File: config.mk
export PLATFORM = sky130hd
export DESIGN_NAME = fetch_stage
export DESIGN_NICKNAME = d
export VERILOG_FILES = /design/src/rtl/riscv_pkg.sv /design/src/rtl/pc_register.sv /design/src/rtl/fetch_stage.sv
export SDC_FILE = /design/constraint.sdc
export NUM_CORES = 1
export LEC_CHECK = 0
export BUFFER_PORTS_ARGS = -buffer_cell sky130_fd_sc_hd__buf_2
export CORE_MARGIN = 4
export CORE_UTILIZATION = 56
export CTS_BUF_LIST = sky130_fd_sc_hd__clkbuf_4
export CTS_CLUSTER_DIAMETER = 60
export DETAILED_ROUTE_END_ITERATION = 8
export GPL_ROUTABILITY_DRIVEN = 1
export PLACE_DENSITY = 0.93
export SKIP_CTS_REPAIR_TIMING = 1
export SKIP_LAST_GASP = 1
export SYNTH_ARGS = -nofsm -noshare
export SYNTH_HDL_FRONTEND = slang
export SYNTH_SLANG_ARGS = --single-unit
File: constraint.sdc
create_clock -name clk -period 4.05 [get_ports clk]
set_clock_uncertainty 0.15 [all_clocks]
set_input_delay 0.405 -clock clk [delete_from_list [all_inputs] [get_ports clk]]
set_output_delay 0.405 -clock clk [all_outputs]
set_load 0.02 [all_outputs]
File: src/rtl/riscv_pkg.sv
// Shared RV32I datapath definitions: word width, reset vector, bubble encoding
// and the fetch-stage state encoding.
package riscv_pkg;

  localparam int XLEN = 32;

  localparam logic [XLEN-1:0] DEFAULT_RESET_PC = 32'h0000_0000;
  localparam logic [XLEN-1:0] NOP_INSTR        = 32'h0000_0013;
  localparam logic [XLEN-1:0] PC_STEP          = 32'd4;

  typedef enum logic [1:0] {
    BOOT  = 2'd0,
    RUN   = 2'd1,
    FAULT = 2'd2
  } fetch_state_e;

  function automatic logic is_word_aligned(input logic [XLEN-1:0] addr);
    return (addr[1:0] == 2'b00);
  endfunction

endpackage

File: src/rtl/pc_register.sv
// Program counter flop with its next-PC select: redirect load, sequential
// advance, or hold.
module pc_register
  import riscv_pkg::*;
#(
  parameter logic [XLEN-1:0] RESET_PC = DEFAULT_RESET_PC
) (
  input  logic            clk,
  input  logic            rst_n,
  input  logic            advance,
  input  logic            load,
  input  logic [XLEN-1:0] load_pc,
  output logic [XLEN-1:0] pc
);

  logic [XLEN-1:0] pc_next;

  // A redirect load wins over sequential advance; the add wraps mod 2^32.
  always_comb begin
    pc_next = pc;
    if (load) begin
      pc_next = load_pc;
    end else if (advance) begin
      pc_next = pc + PC_STEP;
    end
  end

  always_ff @(posedge clk or negedge rst_n) begin
    if (!rst_n) begin
      pc <= RESET_PC;
    end else begin
      pc <= pc_next;
    end
  end

endmodule

File: src/rtl/fetch_stage.sv
// Instruction-fetch stage: BOOT/RUN/FAULT control, PC register instance and
// the IF/ID pipeline register feeding the decoder.
module fetch_stage
  import riscv_pkg::*;
#(
  parameter logic [XLEN-1:0] RESET_PC = DEFAULT_RESET_PC
) (
  input  logic            clk,
  input  logic            rst_n,
  input  logic            stall,
  input  logic            redirect_valid,
  input  logic [XLEN-1:0] redirect_pc,
  input  logic            flush,
  output logic [XLEN-1:0] imem_addr,
  input  logic [XLEN-1:0] imem_instr,
  output logic            if_id_valid,
  output logic [XLEN-1:0] if_id_pc,
  output logic [XLEN-1:0] if_id_pc_plus4,
  output logic [XLEN-1:0] if_id_instr,
  output logic            misaligned_fault
);

  fetch_state_e    state;
  fetch_state_e    state_next;
  logic            redirect_aligned;
  logic            pc_advance;
  logic            pc_load;
  logic            capture;
  logic            invalidate;
  logic [XLEN-1:0] pc;

  assign redirect_aligned = is_word_aligned(redirect_pc);

  always_ff @(posedge clk or negedge rst_n) begin
    if (!rst_n) begin
      state <= BOOT;
    end else begin
      state <= state_next;
    end
  end

  always_comb begin
    state_next = state;
    case (state)
      BOOT:    state_next = RUN;
      RUN:     if (redirect_valid && !redirect_aligned) state_next = FAULT;
      FAULT:   if (redirect_valid && redirect_aligned) state_next = RUN;
      default: state_next = BOOT;
    endcase
  end

  // In RUN the priority is redirect, then flush, then stall, then fetch.
  always_comb begin
    pc_advance = 1'b0;
    pc_load    = 1'b0;
    capture    = 1'b0;
    invalidate = 1'b0;
    case (state)
      BOOT: begin
        invalidate = 1'b1;
      end
      RUN: begin
        if (redirect_valid) begin
          invalidate = 1'b1;
          pc_load    = redirect_aligned;
        end else if (flush) begin
          invalidate = 1'b1;
          pc_advance = !stall;
        end else if (!stall) begin
          capture    = 1'b1;
          pc_advance = 1'b1;
        end
      end
      FAULT: begin
        invalidate = 1'b1;
        pc_load    = redirect_valid && redirect_aligned;
      end
      default: begin
        invalidate = 1'b1;
      end
    endcase
  end

  pc_register #(
    .RESET_PC (RESET_PC)
  ) u_pc_register (
    .clk     (clk),
    .rst_n   (rst_n),
    .advance (pc_advance),
    .load    (pc_load),
    .load_pc (redirect_pc),
    .pc      (pc)
  );

  assign imem_addr = pc;

  // Invalidation leaves the captured PC fields alone so only valid/instr move.
  always_ff @(posedge clk or negedge rst_n) begin
    if (!rst_n) begin
      if_id_valid    <= 1'b0;
      if_id_pc       <= '0;
      if_id_pc_plus4 <= '0;
      if_id_instr    <= NOP_INSTR;
    end else if (invalidate) begin
      if_id_valid    <= 1'b0;
      if_id_instr    <= NOP_INSTR;
    end else if (capture) begin
      if_id_valid    <= 1'b1;
      if_id_pc       <= pc;
      if_id_pc_plus4 <= pc + PC_STEP;
      if_id_instr    <= imem_instr;
    end
  end

  assign misaligned_fault = (state == FAULT);

endmodule

==> results list, run 1 <==
* Result of the run: complete, but fails checks
- Violated checks: hold timing
* Maximum number of pins on one net before global-route repair: 130
- The slowest stage of the critical path belongs to the cell or3_1.
- Number of levels in the clock H-tree: 4
- Clock-pin slew reported for the worst setup and hold paths after clock tree synthesis: between 0.1 and 0.15 ns
- In this run, synthesis inferred 0 flip-flops with an integrated enable.
- Leaving out fill and tap cells, the most frequent cell in the layout is buf_2.
* DIE WIDTH: 111.2 um
* Detailed placer's ending HPWL: 11.60 mm
* FF+latch count, synth: 129
* Synthesized netlist cell count: about 610
- Die boundary height: 111.2 um
- Total count of hold-check failures in the final report: 1
- Summed over all failing endpoints, the final setup total negative slack is 0 ns.
- The share of synthesized area in the top cell type comes to 0.5290.
- Measured slew at the worst slew-check pin: 1.187 ns
* Overall global routing resource usage: 0.2672
- Clock tree from TritonCTS: done
- Setup violations remaining at the end of the flow were counted as 0.
- Once routing completed, OpenROAD measured the worst setup slack at 1.172 ns.
- For the worst setup path, the data required time is between 4 and 5 ns.
- CTS placed an instance of clkbuf_4 at the clock tree root.
- The signal on the critical path passes through inv_1 > ha_1 > inv_2 > or3_1 > or2_4 > nand2_1 > o21ai_1.
- Routability-driven placement finished with a final weighted congestion of about 0.85.
- The share of the Yosys chip area taken by registers is 0.5422.
- Vias in the first global route: 5382
* Worst-case setup slack after placement: about 1.3 ns
- Initial Utilization: 0.5774
- In the final routed layout, each cell accounts on average for 18.30 um.
* Count of buffers inserted at the top-level ports: slightly below 200
- Kind of capture point of the worst setup path: flop
- First-pass GRT wire length: 26.83 mm
- The floorplan step defined a die boundary enclosing 12360 um2.
- Remaining DRCs: 0
* Crit-path max cell delay: roughly 0.64 ns
* Maximum buffer depth of the clock tree: 2
- The tightest min-delay check is of the input pin to flop type.
- The first routing iteration left 503 violations.
- Time the final worst path needs with I/O delays and setup: 2.878 ns
- RSZ-0062 raised after global routing: no
- For this run, the number of Yosys warnings is 0.
- For this run, the detailed router's first-pass iteration total came to 7.
* Cell leakage power: 4.039 nW
* Layout Area Growth over Synthesis: 30.10%
- Average via count per standard cell: 5.675
* Mapped Avg Cell Area: 9.852 um2
- Leaving out fill and tap cells, the most frequent cells in the layout are buf_2 (197), nand2_1 (147), dfrtp_1 (126).
- In this run the core area contains 37 standard-cell rows.
- Clock latency on the worst-skew pair: 0.52 ns
- In the final design database the tool counted 911 nets.
* Total number of vias: about 5600
- Max IR drop VDD: 0.0004409 V
* Critical setup path kind: flop to flop
- In the synthesized netlist the async set-or-reset flop fraction comes to 1.000.
- The core region is ~10000 um2.
- Period Utilization, post-route: 0.7105
* Total Routed Length: 18.08 mm
* Arrival @ worst endpoint: ~3.1 ns
* Unique cell type count in the Yosys netlist: 50
* Share of layout cells above drive strength 1: 0.2961
- Number of slew-limit violations in the final report: 0
- Primary FF master, synth: dfrtp_1
- TritonCTS created 17 clock buffers.
- Summed over all instances, the cell type with the most area after synthesis is dfrtp_1.
* Top area cells in the synthesized netlist: dfrtp_1 (53%), nand2_1 (9.3%), mux2i_1 (5.0%)
- For this run the aggregate overflow at the end of global routing stands at 0.
- Max-cap violations in this run came to 0.
* Overall Power: ~5.1 mW
* CP max FO: 94
* Remaining antenna violation count: 0
- Slew HR: 0.2086
- Based on the critical path, the design can be clocked at up to 0.3475 GHz.
- STA classifies the critical path startpoint as a flop.
- Clock sink count: approximately 130
- Final hold analysis gives a worst-case slack of -0.009194 ns.
- Net count after synthesis: 678
- IO Pins: 199
- The synthesized netlist occupies a cell area of 5961 um2.
- The initial antenna violation count came to 1.
- Dividing total power by cell area gives a power density of 658.6 nW/um2.
==> final timing paths <==
| kind | startpoint | endpoint | slack, ns | depth (start not counted) |
|---|---|---|---|---|
| max | state[1]$_DFFE_PN0P_ | if_id_pc_plus4[14]$_DFFE_PN0P_ | 1.17 | 7 |
| min in group asynchronous | rst_n | if_id_pc_plus4[26]$_DFFE_PN0P_ | 0.44 | 2 |
| min | imem_instr[28] | if_id_instr[28]$_DFFE_PN0P_ | -0.009 | 3 |
| max in group asynchronous | rst_n | if_id_pc[4]$_DFFE_PN0P_ | 2.47 | 2 |
| max reg2reg | state[1]$_DFFE_PN0P_ | if_id_pc_plus4[14]$_DFFE_PN0P_ | 1.17 | 7 |
| min reg2reg | if_id_pc[4]$_DFFE_PN0P_ | if_id_pc[4]$_DFFE_PN0P_ | 0.34 | 2 |
==> sequential cells by signal, indices dropped and copies added (netlist names) <==
signal,count
if_id_valid,1
if_id_pc_plus4,30
u_pc_register.pc,32
if_id_pc,32
state,2
if_id_instr,32
==> per-layer routing <==
| metal | wire [um] | GRT usage | part of all wire | up-vias |
|---|---|---|---|---|
| li1 | - | - | - | 2526 |
| met1 | 6960 | 0.3404 | 0.39 | 2712 |
| met2 | 9077 | 0.4407 | 0.50 | 300 |
| met3 | 1334 | 0.06496 | 0.074 | 69 |
| met4 | 704 | 0.1062 | 0.039 | 0 |
| met5 | 0 | 0 | 0 | - |
==> logic make-up (layout without fill, tap and decap cells) <==
family                   count (synthesis)  count (layout)  share of synthesized area
AO/OA/AOI/OAI                           97              97                     0.1060
XOR/XNOR                                36              36                    0.05290
adder cells (fa/ha/maj)                  4               4                   0.008397
buffers and inverters                   51             297                    0.04177
flip-flops                             129             129                     0.5422
multiplexers                            31              31                    0.05227
other                                    0               1                          0
AND/OR/NAND/NOR                        257             257                     0.1965
==> cells in the mapped netlist (all sizes together) (3+ instances only) <==
cell type  number
inv             8
a21o            7
mux2i          30
dfstp           3
nor2           42
xnor2          13
nand2         148
o21ai          53
xor2           23
a221o          15
ha              4
nor4            4
o311ai          3
nand4          14
clkbuf         16
a21oi           6
nor3           12
buf            27
nor2b           5
nor3b           3
dfrtp         126
and3            7
nand3          13
a211o           3
and4            3
==> worst max-delay path: cells and delay by family, from the launching register on <==
| kind | cells | cell delay (ns) |
|---|---|---|
| simple gates | 3 | 1.46 |
| flops | 1 | 0.40 |
| fa+ha+maj | 1 | 0.30 |
| compound gates | 1 | 0.12 |
| buf+inv | 2 | 0.20 |
==> cell type report <==
cell class / instances / area (um2)
timing repair buffer: 257 / 1570
antenna: 1 / 2.502
fill: 639 / 2569
inverter: 8 / 30.03
tap: 136 / 170.2
clock inverter: 12 / 117.6
multi-input combinational: 425 / 2482
sequential: 129 / 3232
clock buffer: 20 / 150.1
==> per-stage QoR <==
step                hold WS, ns  area, um2  cells    util
floorplan              -0.04059       5961    605       -
global route            0.01744       7755    988  0.7512
detailed placement       0.3092       6964    903  0.6746
CTS                    -0.06799       7232    935  0.7005
finish                -0.009194       7755    988  0.7512
global placement         0.3059       6964    903  0.6746
==> report_power, final <==
group          total (mW)  internal [mW]  switching, mW
sequential           2.23           1.72          0.506
combinational        2.03          0.737           1.29
clock               0.849          0.378          0.471
total                5.11           2.84           2.27
Power figures use the tool's default switching activity.
==> run 2: changes to the inputs <==
Settings changed: CORE_UTILIZATION 56 to 52, PLACE_DENSITY 0.93 to 0.88.
Clock period 4.05 ns to 2.7 ns, I/O delays scaled along.
==> run 2 against run 1 <==
The flow now finishes without violations. Sequential power is 48% higher. Clock-buffer cell count is 1 lower. Routed wire length is 2.9% lower. First-iteration DRC count is 12% lower. Die area is 7.1% higher. Non-clock buffer count is 19 higher. Utilization is 2.5 points lower. Combinational power is 50% higher. Global-route usage is 2.2 points lower. Critical path depth stayed put. Worst setup slack worse by 0.99 ns. Largest power group unchanged. Cell area is 3.2% higher.
==> results list, run 2 (same netlist as run 1, synthesis figures left out) <==
- Largest registers: if_id_instr (32), if_id_pc (32), u_pc_register.pc (32)
- Share of layout cells above drive strength 1: 0.2989
- For the pin with the worst max-slew slack, the measured transition is 0.9580 ns.
* Crit-path max cell delay: 0.40 ns
- Maximum number of pins on one net before global-route repair: 95
- The congestion estimate from routability-driven global placement came to 0.8081.
- In this run the most critical hold path is launched from redirect_pc[1].
- Clock root buffer: clkbuf_4
* Peak Freq: 0.3977 GHz
- The initial utilization of the core area, before any placement, comes to 0.5404.
- After routing, the total negative slack on setup checks comes to 0 ns.
* Remaining antenna violation count: 0
- The number of cells on the worst reg-to-reg path is 7.
* Time the final worst path needs with I/O delays and setup: 2.515 ns
- The critical path contains buffers and inverters numbering 2 combined.
- Remaining DRCs: 0
- Count of buffers inserted at the top-level ports: 198
- Slew HR: 0.3613
- The HPWL after detailed placement is 11.28 mm.
* Reg2reg start: state[0]$_DFFE_PN0P_
- Drt wl/cell: 17.37 um
- The final layout contains 930 nets.
- The die is ~120 um tall.
- Setup violations remaining at the end of the flow were counted as 0.
* Placed cell count: 914
* Min-Delay Endpoint: state[1]$_DFFE_PN0P_
* Maximum buffer depth of the clock tree: 2
* Core Footprint: 11030 um2
- After the first detailed-routing iteration, the DRC count stood at 442.
- Buffers inserted during clock tree synthesis total 17.
- IR analysis of the VDD net gives a maximum drop of 0.0006527 V.
- For this run the aggregate overflow at the end of global routing stands at 0.
- Slowest stage cell on the critical path: dfrtp_1
- Counting instances, the worst hold path has a depth of 3.
* Antenna violations before repair: 1
- Multi-input logic area: 2482 um2
- Number of levels in the clock H-tree: 4
- Of the available clock period, the critical path in the final layout requires 0.9313.
- The number of global-route vias before repair was 4963.
* Commonest non-fill, non-tap cells in the layout: buf_2 (197), nand2_1 (147), dfrtp_1 (126)
* Kind of cell with the highest combined delay on the critical path: compound AO/OA/AOI/OAI gates
- After detailed routing, the total wire length is 17.56 mm.
* Clock-pin slew reported for the worst setup and hold paths after clock tree synthesis: about 0.12 ns
- The final hold violation count came to 0.
- Across the whole layout, storage elements account for 3232 um2.
- Number of fill cells: around 800
- The clock net in this run drives a total of 129 sinks.
- The worst setup path is of the flop to flop kind.
* Worst hold slack: 0.05599 ns
- Worst min path class: input pin to flop
- The setup check on the worst reg-to-reg path leaves a slack of roughly 0.19 ns.
- STA puts the critical path data arrival time at 2.77 ns.
* Result of the run: finished clean
- The die covers 13240 um2.
- TritonCTS built the clock tree.
- Overall global routing resource usage: 0.2452
* Finished Layout Cells: 1011
- The first detailed-routing pass ran for 5 iterations.
- Leaving out fill and tap cells, the most frequent cell in the layout is buf_2.
- Setup repair after global routing left no endpoint under its margin.
- DIE WIDTH: 115.1 um
- Traced cell by cell, the critical path runs through inv_1 > ha_1 > o2111a_1 > buf_4 > nand2b_1 > o21ai_0 > a221o_1.
* Average via count per standard cell: 5.423
- At the worst endpoint, the required time is 2.96 ns.
- For this design the ratio of total power to cell area is 980.9 nW/um2.
- Total of max-cap violations: 0
* Site Rows: 38
- Clock latency on the worst-skew pair, taken at its later pin, is 0.52 ns.
- The area growth from synthesis to layout is 34.30%.
- First-pass GRT wire length: 25.47 mm
* Cell leakage power: ~4.1 nW
- CP max FO: 18
- In this run the critical register-to-register path is captured at u_pc_register.pc[9]$_DFFE_PN0P_.
* Kind of capture point of the worst setup path: flop
- between 150 and 200 I/O pins were placed.
- Total number of vias: around 5500
- The count of pins over their slew limit came to 0.
- STA classifies the critical path startpoint as a flop.
[run 2: changes by cell type in the layout (fill, tap and decap cells not counted), sizes merged]
cell         previous run  this run
clkbuf                 20        19
dlygate4sd3            52        64
bufinv                  2         4
inv                     8        10
buf                   205       212
clkinv                  6         3
[run 2: through the flow]
| step | utilization | setup slack, ns | cell area, um2 | power [mW] |
|---|---|---|---|---|
| floorplan | - | 0.5486 | 5961 | 5.138 |
| global placement | 0.6377 | 0.3581 | 7034 | 6.175 |
| detailed placement | 0.6377 | 0.2718 | 7034 | 6.280 |
| CTS | 0.6674 | 0.1984 | 7362 | 7.785 |
| global route | 0.7257 | 0.09670 | 8005 | 8.340 |
| finish | 0.7257 | 0.1854 | 8005 | 7.852 |
[run 2: how the worst max path moves through the flow]
stage,slack [ns],to,cells after the start,from
floorplan,0.55,if_id_pc_plus4[2]$_DFFE_PN0P_,10,state[1]$_DFFE_PN0P_
global placement,0.36,u_pc_register.pc[9]$_DFFE_PN0P_,7,state[0]$_DFFE_PN0P_
detailed placement,0.27,u_pc_register.pc[9]$_DFFE_PN0P_,7,state[0]$_DFFE_PN0P_
CTS,0.20,u_pc_register.pc[9]$_DFFE_PN0P_,7,state[0]$_DFFE_PN0P_
global route,0.1,u_pc_register.pc[9]$_DFFE_PN0P_,7,state[0]$_DFFE_PN0P_
finish,0.19,u_pc_register.pc[9]$_DFFE_PN0P_,7,state[0]$_DFFE_PN0P_
[run 2: per-layer routing]
| layer | global-route usage | vias up | wire (um) |
|---|---|---|---|
| met5 | 0 | - | 0 |
| met1 | 0.3273 | 2642 | 6999 |
| li1 | - | 2568 | - |
| met2 | 0.3970 | 227 | 8822 |
| met3 | 0.05789 | 46 | 1185 |
| met4 | 0.08294 | 0 | 549 |
[run 2: layout make-up]
class,instances,share of cell area
Antenna cell,1,0.0003126
Clock buffer,19,0.01782
Clock inverter,13,0.02313
Inverter,8,0.003751
Multi-Input combinational cell,425,0.3101
Sequential cell,129,0.4037
Tap cell,140,0.02188
Timing Repair Buffer,276,0.2193
[run 2: report_power, final]
part	internal (mW)	switching, mW	leakage [nW]	total [mW]
registers	2.58	0.731	1.73	3.31
logic	1.13	1.91	2.26	3.05
clock network	0.757	0.735	0.163	1.49
total	4.47	3.38	4.15	7.85
[run 2: worst min-delay path, stage by stage]
cell	delay (ns)
buf_2	0.10
o21ai_0	0.22
o32ai_1	0.10
